[config.mk]
export PLATFORM = sky130hd
export DESIGN_NAME = lcd_mm_slave
export DESIGN_NICKNAME = d
export VERILOG_FILES = /design/src/rtl/lcd_inst_pkg.sv /design/src/rtl/lcd_cycle_timer.sv /design/src/rtl/lcd_mm_slave.sv
export SDC_FILE = /design/constraint.sdc
export NUM_CORES = 1
export LEC_CHECK = 0
export BUFFER_PORTS_ARGS = -buffer_cell sky130_fd_sc_hd__buf_2
export CAP_MARGIN = 15
export CORE_ASPECT_RATIO = 0.5
export CORE_MARGIN = 2
export CORE_UTILIZATION = 61
export DETAILED_ROUTE_END_ITERATION = 8
export PLACE_DENSITY = 0.94
export SLEW_MARGIN = 20
export SYNTH_ARGS = -nofsm -noshare
export SYNTH_HDL_FRONTEND = slang
export SYNTH_HIERARCHICAL = 1
export SYNTH_SLANG_ARGS = --single-unit
export TNS_END_PERCENT = 20
[constraint.sdc]
create_clock -name clk -period 7.9 [get_ports clk]
set_clock_uncertainty 0.1 [all_clocks]
set_input_delay 1.185 -clock clk [delete_from_list [all_inputs] [get_ports clk]]
set_output_delay 1.185 -clock clk [all_outputs]
set_load 0.05 [all_outputs]
[src/rtl/lcd_inst_pkg.sv]
// Shared HD44780-style instruction constants, controller state encoding,
// power-up command table and the latched transfer payload.
package lcd_inst_pkg;

  localparam logic [7:0] LCD_CMD_CLEAR      = 8'h01;
  localparam logic [7:0] LCD_CMD_HOME       = 8'h02;
  localparam logic [7:0] LCD_CMD_HOME_ALT   = 8'h03;
  localparam logic [7:0] LCD_CMD_ENTRY_INC  = 8'h06;
  localparam logic [7:0] LCD_CMD_DISPLAY_ON = 8'h0C;
  localparam logic [7:0] LCD_CMD_FUNC_8BIT  = 8'h38;

  localparam int unsigned INIT_LEN = 4;

  // Entry [0] is issued first.
  localparam logic [INIT_LEN-1:0][7:0] INIT_TABLE = {
    LCD_CMD_ENTRY_INC, LCD_CMD_CLEAR, LCD_CMD_DISPLAY_ON, LCD_CMD_FUNC_8BIT
  };

  typedef enum logic [2:0] {
    PWR_WAIT,
    INIT,
    SETUP,
    PULSE,
    HOLD,
    EXEC_WAIT,
    IDLE
  } lcd_state_e;

  typedef struct packed {
    logic       rs;
    logic [7:0] data;
  } lcd_xfer_t;

  // Clear and return-home need the long execution wait.
  function automatic logic is_long_cmd(input lcd_xfer_t x);
    return !x.rs && ((x.data == LCD_CMD_CLEAR) || (x.data == LCD_CMD_HOME) ||
                     (x.data == LCD_CMD_HOME_ALT));
  endfunction

endpackage

[src/rtl/lcd_cycle_timer.sv]
// Loadable down-counter: a load of N makes o_done_c rise N-1 cycles later,
// so a state entered with the load lasts exactly N cycles.
module lcd_cycle_timer #(
  parameter int unsigned CNT_W      = 20,
  parameter int unsigned RST_CYCLES = 1
) (
  input  logic             clk,
  input  logic             reset_n,
  input  logic             i_load,
  input  logic [CNT_W-1:0] i_cycles,
  output logic             o_done_c
);

  logic [CNT_W-1:0] r_cnt;

  always_ff @(posedge clk) begin
    if (!reset_n) begin
      r_cnt <= CNT_W'(RST_CYCLES - 1);
    end else if (i_load) begin
      r_cnt <= i_cycles - CNT_W'(1);
    end else if (r_cnt != '0) begin
      r_cnt <= r_cnt - CNT_W'(1);
    end
  end

  assign o_done_c = (r_cnt == '0);

endmodule

[src/rtl/lcd_mm_slave.sv]
// Memory-mapped slave that drives a character LCD in 8-bit write-only mode:
// runs the power-up init, then forwards each bus write as one timed EN strobe.
module lcd_mm_slave
  import lcd_inst_pkg::*;
#(
  parameter int unsigned T_POWERUP = 1_000_000,
  parameter int unsigned T_SETUP   = 2,
  parameter int unsigned T_EN      = 16,
  parameter int unsigned T_HOLD    = 2,
  parameter int unsigned T_EXEC    = 2000,
  parameter int unsigned T_CLEAR   = 82000
) (
  input  logic       clk,
  input  logic       reset_n,
  input  logic       address,
  input  logic       chipselect,
  input  logic       byteenable,
  input  logic       read,
  input  logic       write,
  input  logic [7:0] writedata,
  output logic [7:0] readdata,
  output logic       waitrequest,
  output logic [1:0] response,
  output logic [7:0] lcd_data,
  output logic       lcd_rs,
  output logic       lcd_rw,
  output logic       lcd_en,
  output logic       lcd_on
);

  localparam int unsigned CNT_W = 20;

  lcd_state_e       r_state;
  lcd_xfer_t        r_xfer;
  logic             r_en;
  logic [2:0]       r_init_idx;

  logic             w_busy;
  logic             w_rd;
  logic             w_wr_accept;
  logic             w_done;
  logic             w_load;
  logic             w_init_more;
  logic [CNT_W-1:0] w_load_cycles;
  logic [CNT_W-1:0] w_exec_cycles;
  logic             w_unused;

  assign w_unused    = byteenable;
  assign w_busy      = (r_state != IDLE);
  assign w_rd        = chipselect & read;
  assign w_wr_accept = (r_state == IDLE) & chipselect & write;
  assign w_init_more = (r_init_idx < 3'(INIT_LEN));
  assign w_exec_cycles = is_long_cmd(r_xfer) ? CNT_W'(T_CLEAR) : CNT_W'(T_EXEC);

  assign waitrequest = w_busy & ~w_rd;
  assign readdata    = w_rd ? {w_busy, 7'b0} : 8'h00;
  assign response    = 2'b00;
  assign lcd_rw      = 1'b0;
  assign lcd_on      = 1'b1;
  assign lcd_data    = r_xfer.data;
  assign lcd_rs      = r_xfer.rs;
  assign lcd_en      = r_en;

  // Reload the timer with the duration of the state being entered.
  always_comb begin
    w_load        = 1'b0;
    w_load_cycles = CNT_W'(1);
    case (r_state)
      PWR_WAIT:  begin w_load = w_done;      w_load_cycles = CNT_W'(1);       end
      INIT:      begin w_load = w_done;      w_load_cycles = CNT_W'(T_SETUP); end
      SETUP:     begin w_load = w_done;      w_load_cycles = CNT_W'(T_EN);    end
      PULSE:     begin w_load = w_done;      w_load_cycles = CNT_W'(T_HOLD);  end
      HOLD:      begin w_load = w_done;      w_load_cycles = w_exec_cycles;   end
      EXEC_WAIT: begin w_load = w_done;      w_load_cycles = CNT_W'(1);       end
      IDLE:      begin w_load = w_wr_accept; w_load_cycles = CNT_W'(T_SETUP); end
      default:   ;
    endcase
  end

  lcd_cycle_timer #(
    .CNT_W     (CNT_W),
    .RST_CYCLES(T_POWERUP)
  ) u_timer (
    .clk     (clk),
    .reset_n (reset_n),
    .i_load  (w_load),
    .i_cycles(w_load_cycles),
    .o_done_c(w_done)
  );

  // Controller FSM; EN is set on entry to PULSE and cleared on exit.
  always_ff @(posedge clk) begin
    if (!reset_n) begin
      r_state    <= PWR_WAIT;
      r_init_idx <= '0;
      r_en       <= 1'b0;
      r_xfer     <= '0;
    end else begin
      case (r_state)
        PWR_WAIT: begin
          if (w_done) begin
            r_state    <= INIT;
            r_init_idx <= '0;
          end
        end
        INIT: begin
          if (w_done) begin
            r_xfer.rs   <= 1'b0;
            r_xfer.data <= INIT_TABLE[r_init_idx[1:0]];
            r_init_idx  <= r_init_idx + 3'd1;
            r_state     <= SETUP;
          end
        end
        SETUP: begin
          if (w_done) begin
            r_state <= PULSE;
            r_en    <= 1'b1;
          end
        end
        PULSE: begin
          if (w_done) begin
            r_state <= HOLD;
            r_en    <= 1'b0;
          end
        end
        HOLD: begin
          if (w_done) r_state <= EXEC_WAIT;
        end
        EXEC_WAIT: begin
          if (w_done) r_state <= w_init_more ? INIT : IDLE;
        end
        IDLE: begin
          if (w_wr_accept) begin
            r_xfer.rs   <= address;
            r_xfer.data <= writedata;
            r_state     <= SETUP;
          end
        end
        default: begin
          r_state <= PWR_WAIT;
          r_en    <= 1'b0;
        end
      endcase
    end
  end

endmodule

==> impl_metrics.json <==
{
  "outcome": "finished, final reports clean",
  "peakVddDrop_v": 0.00007865,
  "reg2reg_depth": 14,
  "numCtsBuffers": 5,
  "cts-root-buf": "clkbuf_8",
  "drtIter0Drc": 148,
  "crit_arrival_ns": 4.58,
  "ff2ff_setup_slack_ns": 3.40,
  "hold_buffers": 0,
  "rsz0062_at_grt": "no",
  "row_count": 16,
  "synthDistinctLibCells": 60,
  "power_frac_comb_pct": 9.0,
  "crit_buf_inv": 3,
  "period_needed_ns": 4.498,
  "drv_cap": 0,
  "crit_end": "u_timer/r_cnt[12]",
  "internal_power_mw": 0.2610,
  "routedWlPerCell_um": 15.92,
  "async_reset_ff_share_pct": 0,
  "post_cts_buffers": 0,
  "overflow": 0,
  "die_w_um": 93.63,
  "syn_inst": 291,
  "ios": 38,
  "hold_class": "reg -> reg",
  "cp.required_ns": 7.99,
  "yosys.area.top_type_share_pct": 29.42,
  "path_depth": 14,
  "cp_max_fo": 47,
  "synth_edf_count": 0,
  "crit_top_cell": "buf_4",
  "ys_warn_count": 6,
  "drive_gt1_share_pct": 17.61,
  "cts_num_sinks": 36,
  "drv_slew": 0,
  "synth-seq-cells": 36,
  "setup_viol": 0,
  "cts_tree": "built",
  "tightest_slew_ns": 0.7796,
  "dieArea_mm2": 0.004570,
  "n_fill_cell": 286,
  "place_hpwl_um": 4252,
  "place_inst": 380,
  "io_buffers": 25,
  "finalNonFillerCells": 389,
  "drc": 0,
  "routed_wl_um": 6194,
  "groute.usage.overall_pct": 27.86,
  "place_area_mm2": 0.002639,
  "switching_share_pct": 27.61,
  "start_util_pct": 63.08,
  "seq_area_frac_synth_pct": 29.42,
  "pwr-share-clk_pct": 39.8,
  "syn_area_per_cell_um2": 8.419,
  "cts_buffer_depth": 2,
  "final_cell_area_mm2": 0.002751,
  "drt_pass1_iterations": 5,
  "p_per_area_mw_per_mm2": 131.0,
  "cp_top_family": "simple AND/OR/NAND/NOR gates",
  "core_region_area_mm2": 0.003884,
  "crit_path_start_kind": "flip-flop",
  "clk_pin_slew_ns": 0.08,
  "antenna_found_initial": 0,
  "path_class": "reg -> reg",
  "tns_ns": 0,
  "slowest_delay_ns": 0.63,
  "cp_cell_sequence": "or4_1 > nor3_1 > buf_4 > nand2_1 > o21ai_2 > buf_4 > mux2i_1 > ha_1 > nor3b_1 > a22oi_1 > buf_4 > nor3_1 > xnor2_1 > o32ai_1",
  "r2r_end": "u_timer/r_cnt[12]",
  "leakagePower_nw": 1.043,
  "vias_per_cell": 6.231,
  "fmax_mhz": 222.3,
  "syn2layout_area_growth_pct": 12.31,
  "whs_path_depth": 2,
  "cts_resized": 0,
  "grt_pass1_vias": 2300,
  "synthFlopType": "dfxtp_1",
  "syn_area_mm2": 0.002450,
  "detailroute.via_count": 2424,
  "synth.largest_area_cell": "dfxtp_1",
  "grt_max_degree": 48,
  "relSlewSlack_pct": 47.59,
  "rr_startpoint": "u_timer/r_cnt[12]",
  "antennaDiodeCount": 0,
  "fin_crit_sh_pct": 56.93,
  "h-tree-depth": 2,
  "startpoint": "u_timer/r_cnt[12]",
  "die_h_um": 48.81,
  "synthTopCellsByArea": "dfxtp_1 29%, xnor2_1 4.6%, mux2i_1 4.5%",
  "synth_most_common_cell": "dfxtp_1",
  "ant_nets": 0,
  "p_seq_share_pct": 51.2,
  "p_sw_mw": 0.09954,
  "finalHoldViolCount": 0,
  "synthTopCellsByCount": "36 x dfxtp_1, 20 x nand2_1, 15 x nor3_1",
  "crit_path_end_kind": "flip-flop",
  "routabilityCongestion": 0.8979,
  "clkLatencyLatePin_ns": 0.30,
  "nets": 353,
  "grt_first_pass_wirelength_um": 10090,
  "slowest_stage": "or4_1"
}
[metal layers]
layer  track usage, %  vias to the layer above  routed length (um)
met4            15.22                        0                 204
li1                 -                     1125                   -
met1            31.70                     1128                2417
met3            6.182                       29                 541
met2            49.04                      142                3032
met5                0                        -                   0
[how the worst min path moves through the flow]
stage / to / startpoint / slack, ns
CTS: lcd_en / lcd_en / 0.37
floorplan: lcd_data[2] / r_init_idx[0] / 0.37
detailed placement: lcd_en / lcd_en / 0.36
global route: lcd_en / lcd_en / 0.39
global placement: lcd_en / lcd_en / 0.35
finish: lcd_en / lcd_en / 0.37
[power groups by stage]
stage	Combinational, mW	Sequential, mW	Clock (mW)
floorplan	0.0268	0.190	0
global placement	0.0302	0.189	0
detailed placement	0.0311	0.189	0
CTS	0.0313	0.185	0.145
global route	0.0346	0.185	0.155
finish	0.0324	0.185	0.144
[state kept, by name, indices dropped and copies added (netlist names)]
register       flops
lcd_data           8
lcd_en             1
lcd_rs             1
r_init_idx         3
r_state            3
u_timer/r_cnt     20
[worst min-delay path: stages, from the launching register on]
cell	delay, ns
dfxtp_1	0.33
nand2_1	0.06
a21oi_1	0.05
[cells by family after synthesis]
family                   after synthesis  share of synthesized area (%)
adder cells (fa/ha/maj)                4                          2.043
other                                  2                         0.3065
AND/OR/NAND/NOR                      104                          25.69
flip-flops                            36                          29.42
buffers and inverters                 35                          8.069
AO/OA/AOI/OAI                         74                          20.84
XOR/XNOR                              23                          8.223
multiplexers                          13                          5.414
[cell type report]
class	count	area, um^2	share of cell area (%)
multi-input cells	254	1680	61.07
flip-flops and latches	36	720.7	26.19
repair buffers	30	160.2	5.821
clock buffers	6	82.58	3.001
well taps	54	67.56	2.456
inverters	7	26.28	0.9550
clock inverters	2	13.76	0.5002
[stage by stage]
stage	setup slack, ns	total power [mW]	utilization [%]	hold WS (ns)
final	3.402	0.3605	70.84	0.3739
after CTS	3.526	0.3604	70.43	0.3718
after global placement	3.703	0.2189	67.78	0.3521
after global routing	3.311	0.3744	70.84	0.3936
after detailed placement	3.608	0.2199	67.94	0.3611
after floorplan	3.369	0.2169	-	0.3726
[layout by cell type, fill, tap and decap left out, types with 4 or more instances in the layout]
cell type and instances:
a211oi_1 8, a21oi_1 13, a311oi_1 5, buf_2 25, buf_4 4, clkbuf_8 6, conb_1 36, dfxtp_1 36
ha_1 4, inv_1 6, mux2i_1 11, nand2_1 20, nand3_1 5, nor2_1 8, nor3_1 15, nor3b_1 11
nor4_1 7, o211ai_1 6, o21ai_0 11, o21ai_1 5, or3_1 7, or3_2 4, xnor2_1 13, xor2_1 10
No activity file was read; power rests on OpenSTA's default activity.
